`src/rtl/conv_scheduler.sv`:
```
// Address/control sequencer for the 5x5 valid-convolution MAC datapath.
// Optional cycle_count port and counter are built only when CONV_PERF_CNT_EN is defined.
module conv_scheduler #(
    parameter int DATA_X   = 28,
    parameter int DATA_Y   = 28,
    parameter int WEIGHT_X = 5,
    parameter int WEIGHT_Y = 5,
    parameter int ADDR_W   = 10
) (
    input  logic              clk,
    input  logic              rst,
    input  logic              conv_enable,
    output logic              busy,
    output logic              tap_valid,
    input  logic              tap_ready,
    output logic [ADDR_W-1:0] data_addr,
    output logic [4:0]        weight_addr,
    output logic              tap_first,
    output logic              tap_last,
    output logic              result_wr,
    output logic [4:0]        out_row,
    output logic [4:0]        out_col,
    output logic              conv_done
`ifdef CONV_PERF_CNT_EN
    ,
    output logic [31:0]       cycle_count
`endif
);

    localparam int CONV_X = DATA_X - WEIGHT_X + 1;
    localparam int CONV_Y = DATA_Y - WEIGHT_Y + 1;
    localparam int KR_W   = (WEIGHT_X > 1) ? $clog2(WEIGHT_X) : 1;
    localparam int KC_W   = (WEIGHT_Y > 1) ? $clog2(WEIGHT_Y) : 1;
    localparam int OR_W   = (CONV_X > 1) ? $clog2(CONV_X) : 1;
    localparam int OC_W   = (CONV_Y > 1) ? $clog2(CONV_Y) : 1;

    localparam logic [KR_W-1:0] KR_LAST = KR_W'(WEIGHT_X - 1);
    localparam logic [KC_W-1:0] KC_LAST = KC_W'(WEIGHT_Y - 1);
    localparam logic [OR_W-1:0] OR_LAST = OR_W'(CONV_X - 1);
    localparam logic [OC_W-1:0] OC_LAST = OC_W'(CONV_Y - 1);

    typedef enum logic [1:0] {
        IDLE  = 2'd0,
        RUN   = 2'd1,
        DRAIN = 2'd2,
        DONE  = 2'd3
    } state_t;

    state_t state, state_next;

    logic [KR_W-1:0] kr, kr_n;
    logic [KC_W-1:0] kc, kc_n;
    logic [OR_W-1:0] orow, orow_n;
    logic [OC_W-1:0] ocol, ocol_n;

    logic              tap_xfer;
    logic              window_end;
    logic              final_tap;
    logic              start;

    logic              busy_n;
    logic              tap_valid_n;
    logic [ADDR_W-1:0] data_addr_n;
    logic [4:0]        weight_addr_n;
    logic              tap_first_n;
    logic              tap_last_n;
    logic              result_wr_n;
    logic [4:0]        out_row_n;
    logic [4:0]        out_col_n;
    logic              conv_done_n;

    assign tap_xfer   = tap_valid && tap_ready;
    assign window_end = (kr == KR_LAST) && (kc == KC_LAST);
    assign final_tap  = window_end && (orow == OR_LAST) && (ocol == OC_LAST);
    assign start      = (state == IDLE) && conv_enable;

    always_ff @(posedge clk or negedge rst) begin
        if (!rst) begin
            state <= IDLE;
        end else begin
            state <= state_next;
        end
    end

    always_comb begin
        state_next = state;
        case (state)
            IDLE:    if (conv_enable) state_next = RUN;
            RUN:     if (tap_xfer && final_tap) state_next = DRAIN;
            DRAIN:   state_next = DONE;
            DONE:    state_next = IDLE;
            default: state_next = IDLE;
        endcase
    end

    // Window walk: kc innermost, then kr, then output column, then output row.
    // Every counter wraps to zero after the final tap, leaving IDLE ready for the next run.
    always_comb begin
        kr_n   = kr;
        kc_n   = kc;
        orow_n = orow;
        ocol_n = ocol;
        if (start) begin
            kr_n   = '0;
            kc_n   = '0;
            orow_n = '0;
            ocol_n = '0;
        end else if ((state == RUN) && tap_xfer) begin
            if (kc == KC_LAST) begin
                kc_n = '0;
                if (kr == KR_LAST) begin
                    kr_n = '0;
                    if (ocol == OC_LAST) begin
                        ocol_n = '0;
                        orow_n = (orow == OR_LAST) ? '0 : orow + OR_W'(1);
                    end else begin
                        ocol_n = ocol + OC_W'(1);
                    end
                end else begin
                    kr_n = kr + KR_W'(1);
                end
            end else begin
                kc_n = kc + KC_W'(1);
            end
        end
    end

    // Next values of the registered outputs; tap fields are derived from the next counters,
    // so a stalled tap recomputes identical values and the outputs hold.
    always_comb begin
        tap_valid_n   = (state_next == RUN);
        busy_n        = (state_next == RUN) || (state_next == DRAIN);
        conv_done_n   = (state_next == DONE);
        result_wr_n   = (state == RUN) && tap_xfer && window_end;
        out_row_n     = out_row;
        out_col_n     = out_col;
        data_addr_n   = '0;
        weight_addr_n = '0;
        tap_first_n   = 1'b0;
        tap_last_n    = 1'b0;
        if (result_wr_n) begin
            out_row_n = 5'(orow);
            out_col_n = 5'(ocol);
        end
        if (tap_valid_n) begin
            data_addr_n   = (ADDR_W'(orow_n) + ADDR_W'(kr_n)) * ADDR_W'(DATA_Y)
                          + ADDR_W'(ocol_n) + ADDR_W'(kc_n);
            weight_addr_n = 5'(kr_n) * 5'(WEIGHT_Y) + 5'(kc_n);
            tap_first_n   = (kr_n == '0) && (kc_n == '0);
            tap_last_n    = (kr_n == KR_LAST) && (kc_n == KC_LAST);
        end
    end

    always_ff @(posedge clk or negedge rst) begin
        if (!rst) begin
            kr   <= '0;
            kc   <= '0;
            orow <= '0;
            ocol <= '0;
        end else begin
            kr   <= kr_n;
            kc   <= kc_n;
            orow <= orow_n;
            ocol <= ocol_n;
        end
    end

    always_ff @(posedge clk or negedge rst) begin
        if (!rst) begin
            busy        <= 1'b0;
            tap_valid   <= 1'b0;
            data_addr   <= '0;
            weight_addr <= '0;
            tap_first   <= 1'b0;
            tap_last    <= 1'b0;
            result_wr   <= 1'b0;
            out_row     <= '0;
            out_col     <= '0;
            conv_done   <= 1'b0;
        end else begin
            busy        <= busy_n;
            tap_valid   <= tap_valid_n;
            data_addr   <= data_addr_n;
            weight_addr <= weight_addr_n;
            tap_first   <= tap_first_n;
            tap_last    <= tap_last_n;
            result_wr   <= result_wr_n;
            out_row     <= out_row_n;
            out_col     <= out_col_n;
            conv_done   <= conv_done_n;
        end
    end

`ifdef CONV_PERF_CNT_EN
    // Counts RUN, DRAIN and DONE cycles; the total stays visible in IDLE until the next start.
    always_ff @(posedge clk or negedge rst) begin
        if (!rst) begin
            cycle_count <= '0;
        end else if (start) begin
            cycle_count <= '0;
        end else if (state != IDLE) begin
            cycle_count <= cycle_count + 32'd1;
        end
    end
`endif

endmodule
```
`config.mk`:
```
export PLATFORM = sky130hd
export DESIGN_NAME = conv_scheduler
export DESIGN_NICKNAME = d
export VERILOG_FILES = /design/src/rtl/conv_scheduler.sv
export SDC_FILE = /design/constraint.sdc
export NUM_CORES = 1
export LEC_CHECK = 0
export CAP_MARGIN = 25
export CORE_MARGIN = 5
export CORE_UTILIZATION = 30
export CTS_BUF_LIST = sky130_fd_sc_hd__clkbuf_16
export DETAILED_ROUTE_END_ITERATION = 8
export PLACE_DENSITY = 0.51
export SLEW_MARGIN = 20
export SYNTH_ARGS = -nofsm -noshare
export SYNTH_HDL_FRONTEND = slang
export SYNTH_SLANG_ARGS = --single-unit
```
`constraint.sdc`:
```
create_clock -name clk -period 7.7 [get_ports clk]
set_input_delay 1.54 -clock clk [delete_from_list [all_inputs] [get_ports clk]]
set_output_delay 1.54 -clock clk [all_outputs]
set_load 0.1 [all_outputs]
```
# After elaboration in Yosys (flattened, before gate mapping)
# Index checks and enable logic that the tools add are counted.
totals:
  reg_bits: 49
  input_bits: 4
  elab_cells: 76
classes:
  addsub: 8
  n_mul: 2
  n_eq_ne: 12
  muxes: 25
  n_reduce_logical: 14
op_table:
  columns: ["cell", "n"]
  rows:
  - ["2-to-1 mux 5 bit", 12]
  - ["2-to-1 mux 3 bit", 7]
  - ["equality test 3 bit, second input constant", 4]
  - ["adder 10 x 3 -> 10 bit", 1]
  - ["adder 10 x 5 -> 10 bit", 1]
  - ["adder 5 x 1 -> 5 bit, second input constant", 2]
  - ["equality test 5 bit, second input constant", 2]
  - ["logical AND 1 bit", 10]
  - ["2-to-1 mux 10 bit", 1]
  - ["equality test 2 bit, second input constant", 4]
  - ["multiplier 6 x 3 -> 8 bit, second input constant", 1]
  - ["case mux 2 bit (4 select lines)", 1]
  - ["adder 3 x 1 -> 3 bit, second input constant", 2]
  - ["adder 5 x 3 -> 6 bit", 1]
  - ["logical NOT 3 bit", 2]
  - ["adder 5 x 3 -> 5 bit", 1]
  - ["multiplier 3 x 3 -> 5 bit, second input constant", 1]
  - ["equality test 2 x 1 -> 1 bit, second input constant", 2]
  - ["2-to-1 mux 2 bit", 2]
  - ["logical NOT 2 bit", 1]
  - ["2-to-1 mux 1 bit", 2]
  - ["logical OR 1 bit", 1]

# Depth between registers and ports, before layout
# Gate-level depths: netlist of run 1.
logic_depth:
  word_depth: 12
  depth_mapped: 21

# Least setup slack after synthesis of run 1
# No wires, ideal clock.
synth_path:
  path_type: "input port to flip-flop"
  from: "input tap_ready"
  to: "register data_addr[7]"
  setup_time_ps: 122
  arrival_ps: 5742
  t_required_ps: 7578
  slack_ps: 1836
  stages: 19
  path_cell_list: "nand4b_4 -> clkbuf_1 -> nor3_2 -> mux2i_1 -> nor2_1 -> ha_1 -> fa_1 -> xor2_1 -> fa_1 -> ha_1 -> inv_1 -> fa_1 -> inv_1 -> ha_1 -> o21a_1 -> o31a_1 -> o21ai_0 -> xnor2_1 -> nor2_1"
synth_via:
  elab_chain_len: 9
synth_lines:
  columns: ["element", "line", "source"]
  rows:
  - ["start: declaration", "15", "input logic tap_ready,"]
  - ["logical AND 1 bit", "72", "assign tap_xfer = tap_valid && tap_ready;"]
  - ["logical AND 1 bit", "108", "end else if ((state == RUN) && tap_xfer) begin"]
  - ["2-to-1 mux 5 bit", "108", null]
  - ["2-to-1 mux 5 bit", "103", "if (start) begin"]
  - ["net orow_n[0]", "53", "logic [OR_W-1:0] orow, orow_n;"]
  - ["adder 5 x 3 -> 6 bit", "146", "data_addr_n = (ADDR_W'(orow_n) + ADDR_W'(kr_n)) * ADDR_W'(DATA_Y)"]
  - ["multiplier 6 x 3 -> 8 bit", "146", null]
  - ["adder 10 x 5 -> 10 bit", "147", "+ ADDR_W'(ocol_n) + ADDR_W'(kc_n);"]
  - ["adder 10 x 3 -> 10 bit", "147", null]
  - ["2-to-1 mux 10 bit", "145", "if (tap_valid_n) begin"]
  - ["net data_addr_n[7]", "63", "logic [ADDR_W-1:0] data_addr_n;"]
  - ["end signal: assignment", "183", "data_addr <= data_addr_n;"]
  - ["end: declaration", "16", "output logic [ADDR_W-1:0] data_addr,"]
# The timed path passes the listed nets, and every way through them passes these cells.
# A chain may end at the register's enable or synchronous reset.

# Worst setup path in the final report of run 1
# Ends and elaborated chain as after synthesis.

==> results of run 1 <==
## how the worst max path moves through the flow
| stage | from | endpoint | slack (ps) | cells after the start |
|---|---|---|---|---|
| after floorplan | tap_ready | data_addr[7] | 1840 | 19 |
| after global placement | tap_ready | data_addr[7] | 990 | 19 |
| after detailed placement | tap_ready | data_addr[7] | 850 | 19 |
| after CTS | tap_ready | data_addr[7] | 1150 | 19 |
| after global routing | tap_ready | data_addr[7] | 730 | 19 |
| final | tap_ready | data_addr[7] | 1180 | 19 |
## worst register-to-register path, stage by stage, from the launching register on
cell,delay (ps)
dfrtp_1,420
inv_1,70
ha_1,280
nand4_4,200
nor3_2,470
mux2i_1,240
nor2_1,70
ha_1,260
fa_1,420
xor2_1,470
fa_1,520
ha_1,220
inv_1,70
fa_1,410
inv_1,70
ha_1,260
o21a_1,120
o31a_1,110
o21ai_0,400
xnor2_1,180
nor2_1,50
## Yosys cell counts, drive strengths merged (3+ instances only)
cell,instances
dfrtp,49
ha,37
nor2,27
a21oi,21
inv,19
nand2,18
nor3,13
mux2,11
a21o,10
xnor2,10
and2,9
o21ai,9
xor2,8
fa,6
clkbuf,4
mux2i,4
nand3,4
nand4,4
nor4,4
nor2b,3
## layout make-up
cell class | count | share of cell area [%]
clock buffers | 5 | 3.220
repair buffers | 37 | 9.208
multi-input cells | 229 | 48.74
clock inverters | 3 | 0.9659
flip-flops and latches | 49 | 31.55
inverters | 20 | 1.932
well taps | 136 | 4.379
## power groups by stage
stage | Combinational, W | Sequential, W | Clock, W
3_5_place_dp | 0.000719 | 0.000341 | 0
5_1_grt | 0.000796 | 0.000343 | 0.000267
3_3_place_gp | 0.000712 | 0.000342 | 0
4_1_cts | 0.000725 | 0.000338 | 0.000258
6_report | 0.000712 | 0.000337 | 0.000247
2_1_floorplan | 0.000343 | 0.000563 | 0
## metrics by stage
stage	worst slack, ps	area [µm²]	hold slack [ps]
global route	734.0	3886	531.8
global placement	987.8	3724	489.6
finish	1180	3886	505.4
CTS	1152	3886	511.0
detailed placement	852.6	3724	495.1
floorplan	1836	3216	528.9
## layer usage
metal	global-route usage [%]	share of wire (%)	vias to the layer above	routed length, µm
met3	2.228	3.6	8	238
met4	3.446	1.5	0	97
li1	-	-	1160	-
met1	15.06	49	1044	3267
met5	0	0	-	0
met2	18.18	46	45	3021
## registers in the layout (all words and copies together) (netlist names), 2 cells and up
register / cells
out_col: 5
kc: 3
data_addr: 10
out_row: 5
ocol: 5
weight_addr: 5
kr: 3
orow: 5
state: 2
## logic make-up after synthesis
family / synth area share, %
and+or+nand+nor: 17.04
AOI/OAI and AO/OA: 13.04
DFF: 38.13
adders and majority gates: 18.13
buffers and inverters: 2.957
xor gates and xnor gates: 5.603
muxes: 5.097
==> impl_metrics.tcl, run 1 <==
set metrics [dict create \
    cts_tree "done" \
    swShare_pct 46.38 \
    rsz0062_at_grt "false" \
    slew_headroom_pct 34.87 \
    multiInputGateArea_um2 1894 \
    final_util_pct 37.48 \
    fin_setup_tns_ps 0 \
    reg2reg_depth 20 \
    synth_area_um2 3216 \
    dr.pass1.iters 4 \
    path_class "input port to register" \
    netlist_instances 303 \
    seqPwrFrac_pct 26.0 \
    drc 0 \
    fin_nets 389 \
    fin_worst_skew_ps 3.559 \
    coreArea_um2 10370 \
    wire_per_inst_um 13.83 \
    crit_arrival_ps 6700 \
    cts_setup_buffers 0 \
    yosysSeqAreaShare_pct 38.13 \
    die_area_um2 12890 \
    ant_nets 0 \
    grt_pass1_vias 2435 \
    synthFlopType "dfrtp_1" \
    synthTopCellsByArea "dfrtp_1 38%, ha_1 14%, mux2_2 3.9%" \
    grt_max_degree 50 \
    slew_violations 0 \
    yosysWarnings 0 \
    io_buffers 34 \
    cts_resized 0 \
    place_congestion 0.7655 \
    area_growth_pct 20.86 \
    die_x_um 113.5 \
    cap_violations 0 \
    antenna_cells 0 \
    timing.final.hold_violations 0 \
    dp.cells 471 \
    tightest_slew_ps 973.9 \
    setup_viol 0 \
    power_leakage_nw 1.884 \
    cpLargestDelayFamily "adder cells" \
    stdcell_count 479 \
    hp-start "out_col[4]" \
    hold_depth 1 \
    path_cells "clkdlybuf4s50_1 -> nand4b_4 -> nor3_2 -> mux2i_1 -> nor2_1 -> ha_1 -> fa_1 -> xor2_1 -> fa_1 -> ha_1 -> inv_1 -> fa_1 -> inv_1 -> ha_1 -> o21a_1 -> o31a_1 -> o21ai_0 -> xnor2_1 -> nor2_1" \
    worst_ep_required_time_ps 7880 \
    power.share.clock_pct 19.1 \
    power.total_w 0.001296 \
    synth.largest_area_cell "dfrtp_1" \
    p_per_area_nw_per_um2 333.5 \
    synth_top_cell_area_share_pct 38.13 \
    boundaryPins 35 \
    cpPeakStageDelay_ps 540 \
    cts.sinks 49 \
    final_common_cell "dfrtp_1" \
    die_h_um 113.5 \
    synth_edf_count 0 \
    rows 37 \
    reg2reg_from "kc[0]" \
    syn_area_per_cell_um2 10.61 \
    hold_path_class "register to register" \
    worst-path-buf-inv 3 \
    grt_pass1_wl_mm 11.69 \
    run_status "finished, final reports clean" \
    initial_utilization_pct 31.01 \
    crit_slowest_cell "clkdlybuf4s50_1" \
    ir_drop_uv 212.8 \
    final_cell_mix "49 x dfrtp_1, 37 x ha_1, 33 x clkdlybuf4s50_1" \
    synth_cell_types 54 \
    reg2reg_slack_ps 2270 \
    reg2reg_to "data_addr[7]" \
    drt_iter0_markers 99 \
    cts_buffers 5 \
    htreeDepth 2 \
    power.internal_w 0.0006950 \
    grt_usage_pct 11.20 \
    clk_latency_ps 290 \
    end_kind "register" \
    hold_end "out_col[4]" \
    switching_power_w 0.0006011 \
    overflow 0 \
    crit_path_start_kind "input port" \
    seqCellArea_um2 1226 \
    hpwl_mm 4.993 \
    routed_wl_mm 6.624 \
    max_freq_mhz 153.4 \
    path_clk_slew_ps 70 \
    combPwrFrac_pct 54.9 \
    antenna_found_initial 0 \
    ys_ff_latch 49 \
    fin_crit_sh_pct 84.67 \
    cts_buffer_depth 2 \
    synth_nets 350 \
    fill_cells 1047 \
    cts_root_buf "clkbuf_16" \
    drive_above_1_share_pct 10.50 \
    cp_max_fo 15 \
    fin_crit_ps 6520 \
    via_count 2257 \
    via_per_inst 4.712 \
    async_reset_ff_share_pct 100.0 \
    cts_hold_buf 0 \
]
No activity file was read; power rests on OpenSTA's default activity.
==> run 2: changes to the inputs <==
Clock period 7.7 ns to 6.1 ns, I/O delays scaled along.
==> run 2 against run 1 <==
Effect of this change:
- first-iteration DRC count increased by 17%
- final area increased by 1.7%
- global-route usage decreased by 0.11 points
- clock skew increased by 1.9 ps
- wire length increased by 0.51%
- setup slack got worse by 810 ps
- register-to-register slack got worse by 1300 ps
- worst hold slack improved by 1.3 ps
- sequential power increased by 26%
- count of clock-buffer cells in the layout unchanged
- critical path type unchanged
==> impl_metrics.tcl, run 2 (synthesized netlist as in run 1, its figures left out) <==
set metrics [dict create \
    max_freq_mhz 174.7 \
    grt_max_degree 50 \
    run_status "finished, final reports clean" \
    final_cell_mix "49 x dfrtp_1, 37 x ha_1, 33 x clkdlybuf4s50_1" \
    boundaryPins 35 \
    overflow 0 \
    final_common_cell "dfrtp_1" \
    top_register "data_addr" \
    wire_per_inst_um 13.67 \
    cts_hold_buf 0 \
    worst_ep_required_time_ps 6270 \
    end_kind "register" \
    cts_setup_buffers 0 \
    cts_tree "done" \
    crit_arrival_ps 5900 \
    timing.final.hold_violations 0 \
    rows 37 \
    dr.pass1.iters 4 \
    seqCellArea_um2 1226 \
    crit_path_start_kind "input port" \
    via_count 2329 \
    drc 0 \
    hold_path_class "register to register" \
    cts_buffer_depth 2 \
    htreeDepth 2 \
    io_buffers 34 \
    grt_pass1_vias 2344 \
    fin_crit_ps 5725 \
    fin_nets 397 \
    fin_setup_tns_ps 0 \
    antenna_cells 0 \
    cap_violations 0 \
    drive_above_1_share_pct 13.11 \
    die_x_um 113.5 \
    fin_ws_ps 374.7 \
    ant_nets 0 \
    slew_violations 0 \
    place_congestion 0.7555 \
    setup_viol 0 \
    grt_usage_pct 11.09 \
    drt_iter0_markers 116 \
    die_h_um 113.5 \
    cp_max_fo 14 \
    rsz0062_at_grt "false" \
    cts.sinks 49 \
    ir_drop_uv 248.4 \
    via_per_inst 4.782 \
    largest_reg_flops 10 \
    fin_crit_sh_pct 93.86 \
    cts_root_buf "clkbuf_16" \
    fill_cells 1027 \
    cts_resized 0 \
    die_area_um2 12890 \
    antenna_found_initial 0 \
    dp_slack_ps 45.75 \
    grt_pass1_wl_mm 11.63 \
    path_clk_slew_ps 70 \
    slew_headroom_pct 34.69 \
    area_growth_pct 22.92 \
    power_leakage_nw 1.926 \
    fin_worst_skew_ps 5.446 \
    clk_latency_ps 290 \
    cts_buffers 5 \
    tightest_slew_ps 976.6 \
    coreArea_um2 10370 \
    p_per_area_nw_per_um2 420.0 \
    initial_utilization_pct 31.01 \
    routed_wl_mm 6.658 \
    hpwl_mm 5.117 \
    path_class "input port to register" \
    multiInputGateArea_um2 1894 \
]
-- run 2: cell count changes in the layout (fill, tap and decap cells not counted), sizes merged --
cell	delta
buf	+8
-- run 2: stage by stage --
step	util (%)	std cells	hold slack (ps)	power (W)	cell area [µm²]
4_1_cts	38.12	487	515.3	0.001689	3953
2_1_floorplan	-	303	528.9	0.001143	3216
3_5_place_dp	36.49	479	498.3	0.001351	3784
3_3_place_gp	36.49	479	490.9	0.001349	3784
5_1_grt	38.12	487	520.9	0.001802	3953
6_report	38.12	487	506.7	0.001660	3953
-- run 2: path summary, 6_finish.rpt --
kind | startpoint | to | slack, ps | depth (start not counted)
min in group asynchronous | rst | out_col[0] | 1040 | 2
hold reg to reg | out_col[0] | out_col[0] | 510 | 1
setup / recovery | tap_ready | data_addr[7] | 370 | 19
setup reg to reg | kc[0] | data_addr[7] | 930 | 20
max in group asynchronous | rst | data_addr[9] | 4630 | 2
hold / removal | out_col[0] | out_col[0] | 510 | 1
-- run 2: cell type report --
cell class                 instances  area share (%)
multi-input combinational        229           47.93
sequential                        49           31.02
timing repair buffer              45           10.57
tap                              136           4.305
clock buffer                       5           3.166
inverter                          20           1.899
clock inverter                     3           1.108
-- run 2: metal layers --
metal | GRT usage, % | vias up | part of all wire, %
li1 | - | 1171 | -
met1 | 14.90 | 1109 | 48
met2 | 18.34 | 40 | 47
met3 | 2.281 | 9 | 3.6
met4 | 2.644 | 0 | 1.3
met5 | 0 | - | 0
-- run 2: worst max-delay path, stage by stage --
cell and delay (ps):
clkdlybuf4s50_1 550, nand4b_4 130, buf_4 220, o21ai_0 160, a21oi_1 110, ha_1 240
fa_1 420, xor2_1 490, fa_1 520, ha_1 210, inv_1 70, fa_1 410
inv_1 70, ha_1 260, o21a_1 120, o31a_1 100, o21ai_0 380, xnor2_1 180
nor2_1 50
-- run 2: report_power, final --
group	switching (W)	total [W]	internal [W]
Combinational	0.000605	0.000915	0.000309
Clock	0.000126	0.000320	0.000194
Sequential	0.0000360	0.000425	0.000389
Total	0.000767	0.00166	0.000893
